<file path="src/rtl/kpyd_pkg.sv">
// Shared types and constants for the 4x4 keypad scan/decode path.
// Also carries the position-to-legend mapping used by the display logic.
package kpyd_pkg;

  typedef struct packed {
    logic [3:0] code;
    logic       press;
  } key_event_t;

  localparam logic [3:0] col_reset_c = 4'b1110;
  localparam int         num_keys_c  = 16;

  // Nibble i holds the printed legend of key position i (row*4 + col); '*' -> E, '#' -> F.
  localparam logic [63:0] key_legend_c = 64'hDF0E_C987_B654_A321;

  function automatic logic [3:0] key_legend(input logic [3:0] idx);
    return key_legend_c[{idx, 2'b00} +: 4];
  endfunction

endpackage

</file>
<file path="src/rtl/kpyd_event_fifo.sv">
// Synchronous FIFO of key events with valid/ready on both sides.
// A full FIFO still accepts a write in the same cycle as a read.
module kpyd_event_fifo
  import kpyd_pkg::*;
#(
  parameter int depth_p = 4
) (
  input  logic       clk_i,
  input  logic       reset_n_i,
  input  logic       in_valid_i,
  output logic       in_ready_o,
  input  key_event_t in_data_i,
  output logic       out_valid_o,
  input  logic       out_ready_i,
  output key_event_t out_data_o
);

  localparam int               ptr_w_c = $clog2(depth_p);
  localparam logic [ptr_w_c:0] full_c  = (ptr_w_c + 1)'(depth_p);

  key_event_t         mem_q [depth_p];
  logic [ptr_w_c-1:0] wr_ptr_q, wr_ptr_d;
  logic [ptr_w_c-1:0] rd_ptr_q, rd_ptr_d;
  logic [ptr_w_c:0]   count_q, count_d;
  logic               valid_q, valid_d;
  logic               push, pop;

  always_comb begin
    pop        = valid_q && out_ready_i;
    in_ready_o = (count_q != full_c) || out_ready_i;
    push       = in_valid_i && in_ready_o;
    wr_ptr_d   = push ? wr_ptr_q + ptr_w_c'(1) : wr_ptr_q;
    rd_ptr_d   = pop ? rd_ptr_q + ptr_w_c'(1) : rd_ptr_q;
    count_d    = count_q;
    if (push && !pop) begin
      count_d = count_q + (ptr_w_c + 1)'(1);
    end else if (pop && !push) begin
      count_d = count_q - (ptr_w_c + 1)'(1);
    end
    valid_d = (count_d != '0);
  end

  always_ff @(posedge clk_i) begin
    if (!reset_n_i) begin
      wr_ptr_q <= '0;
      rd_ptr_q <= '0;
      count_q  <= '0;
      valid_q  <= 1'b0;
    end else begin
      wr_ptr_q <= wr_ptr_d;
      rd_ptr_q <= rd_ptr_d;
      count_q  <= count_d;
      valid_q  <= valid_d;
    end
  end

  always_ff @(posedge clk_i) begin
    if (push) begin
      mem_q[wr_ptr_q] <= in_data_i;
    end
  end

  // Storage is not reset, so the head is masked until something is queued.
  assign out_valid_o = valid_q;
  assign out_data_o  = valid_q ? mem_q[rd_ptr_q] : '0;

endmodule

</file>
<file path="src/rtl/kpyd_scan_decoder.sv">
// Keypad front end: timed active-low column scan, scan-level debounce and
// press/release event generation onto a valid/ready stream.
module kpyd_scan_decoder
  import kpyd_pkg::*;
#(
  parameter int scan_cycles_p    = 1200,
  parameter int debounce_scans_p = 4,
  parameter int fifo_depth_p     = 4
) (
  input  logic        clk_i,
  input  logic        reset_n_i,
  input  logic [3:0]  kpyd_row_i,
  output logic [3:0]  kpyd_col_o,
  output logic        key_valid_o,
  input  logic        key_ready_i,
  output logic [3:0]  key_code_o,
  output logic        key_press_o,
  output logic [15:0] key_image_o
);

  localparam int dwell_w_c = $clog2(scan_cycles_p);
  localparam int match_w_c = (debounce_scans_p > 1) ? $clog2(debounce_scans_p) : 1;
  localparam logic [dwell_w_c-1:0] dwell_last_c = dwell_w_c'(scan_cycles_p - 1);
  localparam logic [match_w_c-1:0] match_top_c  = match_w_c'(debounce_scans_p - 1);

  logic [3:0]           col_q, col_d;
  logic [1:0]           col_idx_q, col_idx_d;
  logic [dwell_w_c-1:0] dwell_q, dwell_d;
  logic [15:0]          scan_q, scan_d;
  logic [15:0]          prev_q, prev_d;
  logic [match_w_c-1:0] match_q, match_d;
  logic                 accept_q, accept_d;
  logic [15:0]          stable_q, stable_d;
  logic [15:0]          commit_q, commit_d;

  logic        sample, scan_done;
  logic [15:0] diff;
  logic [3:0]  emit_idx;
  logic        emit_valid, emit_ready;
  key_event_t  emit_evt, out_evt;

  always_comb begin
    sample    = (dwell_q == dwell_last_c);
    scan_done = sample && (col_idx_q == 2'd3);
    dwell_d   = sample ? '0 : dwell_q + dwell_w_c'(1);
    col_d     = sample ? {col_q[2:0], col_q[3]} : col_q;
    col_idx_d = sample ? col_idx_q + 2'd1 : col_idx_q;

    // Rows are only trusted at the end of the dwell, after the column has settled.
    scan_d = scan_q;
    if (sample) begin
      scan_d[{2'd0, col_idx_q}] = ~kpyd_row_i[0];
      scan_d[{2'd1, col_idx_q}] = ~kpyd_row_i[1];
      scan_d[{2'd2, col_idx_q}] = ~kpyd_row_i[2];
      scan_d[{2'd3, col_idx_q}] = ~kpyd_row_i[3];
    end

    prev_d   = prev_q;
    match_d  = match_q;
    accept_d = 1'b0;
    if (scan_done) begin
      prev_d = scan_d;
      if (scan_d != prev_q) begin
        match_d = '0;
      end else if (match_q != match_top_c) begin
        match_d = match_q + match_w_c'(1);
      end
      accept_d = (match_d == match_top_c);
    end

    stable_d = accept_q ? prev_q : stable_q;

    // Lowest differing position wins, so simultaneous changes drain in ascending order.
    diff     = stable_q ^ commit_q;
    emit_idx = '0;
    for (int i = num_keys_c - 1; i >= 0; i--) begin
      if (diff[4'(i)]) begin
        emit_idx = 4'(i);
      end
    end
    emit_valid     = |diff;
    emit_evt.code  = emit_idx;
    emit_evt.press = stable_q[emit_idx];

    commit_d = commit_q;
    if (emit_valid && emit_ready) begin
      commit_d[emit_idx] = stable_q[emit_idx];
    end
  end

  always_ff @(posedge clk_i) begin
    if (!reset_n_i) begin
      col_q     <= col_reset_c;
      col_idx_q <= 2'd0;
      dwell_q   <= '0;
      scan_q    <= '0;
      prev_q    <= '0;
      match_q   <= '0;
      accept_q  <= 1'b0;
      stable_q  <= '0;
      commit_q  <= '0;
    end else begin
      col_q     <= col_d;
      col_idx_q <= col_idx_d;
      dwell_q   <= dwell_d;
      scan_q    <= scan_d;
      prev_q    <= prev_d;
      match_q   <= match_d;
      accept_q  <= accept_d;
      stable_q  <= stable_d;
      commit_q  <= commit_d;
    end
  end

  kpyd_event_fifo #(
    .depth_p(fifo_depth_p)
  ) u_event_fifo (
    .clk_i      (clk_i),
    .reset_n_i  (reset_n_i),
    .in_valid_i (emit_valid),
    .in_ready_o (emit_ready),
    .in_data_i  (emit_evt),
    .out_valid_o(key_valid_o),
    .out_ready_i(key_ready_i),
    .out_data_o (out_evt)
  );

  assign kpyd_col_o  = col_q;
  assign key_code_o  = out_evt.code;
  assign key_press_o = out_evt.press;
  assign key_image_o = commit_q;

endmodule

</file>
<file path="config.mk">
export PLATFORM = sky130hd
export DESIGN_NAME = kpyd_scan_decoder
export DESIGN_NICKNAME = d
export VERILOG_FILES = /design/src/rtl/kpyd_pkg.sv /design/src/rtl/kpyd_event_fifo.sv /design/src/rtl/kpyd_scan_decoder.sv
export SDC_FILE = /design/constraint.sdc
export NUM_CORES = 1
export LEC_CHECK = 0
export CELL_PAD_IN_SITES_DETAIL_PLACEMENT = 0
export CELL_PAD_IN_SITES_GLOBAL_PLACEMENT = 1
export CORE_AREA = 2 2 110 112
export DETAILED_ROUTE_END_ITERATION = 7
export DIE_AREA = 0 0 112 114
export GPL_ROUTABILITY_DRIVEN = 0
export HOLD_SLACK_MARGIN = 0.08
export PLACE_DENSITY_LB_ADDON = 0.1
export SETUP_SLACK_MARGIN = 0.1
export SKIP_CTS_REPAIR_TIMING = 1
export SLEW_MARGIN = 0
export SYNTH_ARGS = -nofsm -noshare
export SYNTH_HDL_FRONTEND = slang
export SYNTH_HIERARCHICAL = 1
export SYNTH_SLANG_ARGS = --single-unit
export TNS_END_PERCENT = 20
</file>
<file path="constraint.sdc">
create_clock -name clk_i -period 3 [get_ports clk_i]
set_clock_uncertainty 0.15 [all_clocks]
set_input_delay 0.9 -clock clk_i [delete_from_list [all_inputs] [get_ports clk_i]]
set_output_delay 0.9 -clock clk_i [all_outputs]
set_load 0.03 [all_outputs]
</file>
==> impl_results.md <==
* Synthesized area per cell at between 9 and 10 um^2
* WL/cell at 17.53 um
* CP startpoint kind: input port
* Status: complete, no violations
* Number of buffers added on ports at 24
* Die W at approximately 110 um
* RSZ-0062 raised after global routing: yes
* Tmin final at 2972 ps
* Hold path start: scan_q[15]$_SDFF_PN0_
* Hold path cells at 2
* Filler cells at between 1,000 and 1,500
* Post-Syn Area at ~5400 um^2
* DR pass1 iterations at 7
* Drt drc at 0
* # IOs at 33
* Max clock buf depth at 2
* Site Rows at 40
* Crit Reg-Reg Startpoint: col_idx_q[0]$_SDFFE_PN0N_
* Crit Reg-Reg Endpoint: match_q[1]$_SDFFE_PN0P_
* Maxcap violations at 0
* Worst EP required at 3130 ps
* Syn-to-layout area delta at 15.72%
* Sw power at between 700 and 800 uW
* Synth Flop Type: dfxtp_1
* Total die area at between 10,000 and 15,000 um^2
* Clock Sinks at 106
* Antenna violations before repair at 0
* CP max FO at 2
* Placed cells at roughly 730
* Switching Share at 0.2511
* Worst IR Drop VDD at between 0.3 and 0.4 mV
* Peak Freq at about 0.34 GHz
* Hold WC Path Type: reg -> reg
* Largest net degree at the start of global routing at 33
* H-tree depth at 3
* Final Max Tran Viols at 0
* Post-synth EDFFs at 20
* Share of flip-flops with an asynchronous set or reset at 0
* Total GRT Usage at 0.2143
* Skew-Pair Late Insertion Delay at between 300 and 400 ps
* Antenna diode count at 0
* Arrival time worst endpoint at between 3000 and 4000 ps
* Rel. slew slack at 0.4092
* CTS Buf Count at 9
* Area leader, netlist: dfxtp_1
* Internal power at roughly 2.3 mW
* Unique masters post-synth at 74
* Std-Cell Core Area at 11,710 um^2
* Final net count at ~620
* Routed via count at approximately 4,200
* CP endpoint kind: flop
* Final Setup Violations at 0
* Fin util at 0.5308
* Worst slew pin tran at approximately 890 ps
* Fin cells at 750
* Sequential fraction of design power at 0.501
* DR iter-0 viols at between 200 and 250
* Clock network power share at 0.380
* Tcrit/Tclk final at 0.9907
* Reg clk slew, reported paths at roughly 70 ps
* Synth warn at 6
* Comb power frac at 0.119
* Initial core utilization at 0.4587
* Hold Vio Cnt, Final at 0
* CTS tree: yes
* CP Class: in -> reg
* Vias/cell at between 5 and 6
* Grt total ovfl at 0
* Dpl hpwl at 9.650 mm
* Number of global-route vias before repair at ~4,100
* Area contributors post-synth: dfxtp_1 32%, edfxtp_1 11%, mux2i_1 6.3%, nor2_1 4.7%, nand2_1 3.0%
* R2R cell count at 8
* Die H at approximately 110 um
* Seq/Total Area, Yosys at 0.4323
* Setup TNS at 0 ps
* Layout cells sized above 1 at 0.1410
* Hold EP: scan_q[15]$_SDFF_PN0_
* Power Dens Cells at 490.0 nW/um^2
* Cells after Synth at roughly 550
* Yosys top cell area share at 0.3205
* First-pass GRT wire length at between 20 and 25 mm
* CTS root buffer: clkbuf_16
* Post-synthesis register bit count at 106
* Post-Route WL at about 13 mm
* Post-route ant nets at 0
* Reg2reg setup slack at roughly 200 ps
* Static leakage at 2.439 nW
==> flip-flops by register name, summed over array words and instances, names as in the netlist, named ones only <==
register,flops
kpyd_col_o,4
accept_q,1
u_event_fifo/out_valid_o,1
u_event_fifo/wr_ptr_q,2
col_idx_q,2
key_image_o,8
u_event_fifo/count_q,3
u_event_fifo/mem_q,20
scan_q,16
u_event_fifo/rd_ptr_q,2
dwell_q,11
prev_q,16
stable_q,16
match_q,2
==> Yosys cell counts, types with 3 or more instances <==
library cell / instances
a211o_1: 3
a211oi_1: 18
a21oi_1: 23
a41oi_1: 4
and2_1: 11
and2_2: 4
and3_1: 6
buf_2: 3
buf_4: 12
buf_6: 8
clkbuf_1: 12
dfxtp_1: 86
edfxtp_1: 20
ha_1: 12
inv_1: 18
mux2i_1: 34
mux4_2: 5
nand2_1: 43
nand2b_1: 5
nand3_1: 14
nand4_1: 11
nor2_1: 67
nor2b_1: 4
nor4_1: 3
o2111ai_1: 4
o211ai_1: 11
o21a_1: 4
o21ai_0: 15
o31ai_1: 3
o41ai_1: 7
or4_1: 3
xnor2_1: 11
xor2_1: 14
==> worst max-delay path, cell delays in order <==
cell and delay, ps:
clkdlybuf4s50_1 500, nor2_1 50, a211o_1 270, a221o_1 250, or4_1 490, nor4_1 370
a21oi_1 120, o22ai_1 160
==> how the worst max path moves through the flow <==
stage	from	to	slack, ps	depth (start not counted)
floorplan	kpyd_row_i[3]	match_q[1]$_SDFFE_PN0P_	160	8
global placement	kpyd_row_i[3]	match_q[0]$_SDFFE_PN0P_	-400	9
detailed placement	kpyd_row_i[3]	match_q[0]$_SDFFE_PN0P_	-440	9
CTS	flop	key_press_o	-330	3
global route	kpyd_row_i[2]	match_q[1]$_SDFFE_PN0P_	-140	8
finish	kpyd_row_i[2]	match_q[1]$_SDFFE_PN0P_	30	8
==> power groups by stage <==
stage          clock, mW  combinational [mW]  sequential, mW
3_3_place_gp           0               0.362            1.56
5_1_grt             1.25               0.396            1.53
4_1_cts             1.20               0.370            1.53
2_1_floorplan          0               0.288            1.54
6_report            1.16               0.361            1.53
3_5_place_dp           0               0.368            1.56
==> kinds of logic (layout without fill, tap and decap cells) <==
kind of cell,Yosys count,count (layout),share of synthesized area
simple gates,192,192,0.1898
flops,106,106,0.4323
xor+xnor,25,25,0.04076
fa+ha+maj,12,12,0.02795
other cells,1,12,0.0006981
buf+inv,57,100,0.06126
compound gates,116,116,0.1607
mux,40,40,0.08642
==> placed cells by master, fill, tap and decap left out, types with 14 or more instances in the layout <==
| cell type | instances |
|---|---|
| a211oi_1 | 18 |
| a21oi_1 | 22 |
| buf_4 | 40 |
| clkdlybuf4s50_1 | 18 |
| dfxtp_1 | 85 |
| edfxtp_1 | 20 |
| inv_1 | 17 |
| mux2i_1 | 34 |
| nand2_1 | 43 |
| nand3_1 | 14 |
| nor2_1 | 67 |
| o21ai_0 | 15 |
| xor2_1 | 14 |
==> stage by stage <==
stage / hold slack (ps) / setup slack, ps / total power [mW] / cell area [um^2]
after global placement: 292.2 / -399.4 / 1.920 / 5883
after CTS: 313.9 / -332.1 / 3.094 / 6171
after global routing: 353.1 / -138.6 / 3.186 / 6216
final: 315.6 / 27.82 / 3.046 / 6216
after floorplan: 278.1 / 161.5 / 1.827 / 5413
after detailed placement: 299.1 / -442.6 / 1.928 / 5883
==> layer usage <==
layer,track usage,up-vias,wire (um)
met5,0,-,0
met4,0.08699,0,276
met3,0.04145,19,608
met2,0.3624,114,6415
met1,0.2714,2006,5850
li1,-,2070,-
==> cell type report <==
class | instances | area (um^2) | share of cell area
Clock inverter | 6 | 58.81 | 0.009461
Tap cell | 147 | 183.9 | 0.02959
Sequential cell | 106 | 2323 | 0.3738
Multi-Input combinational cell | 397 | 2790 | 0.4489
Inverter | 20 | 75.07 | 0.01208
Timing Repair Buffer | 64 | 555.5 | 0.08937
Clock buffer | 10 | 229.0 | 0.03684
Power figures use the tool's default switching activity.
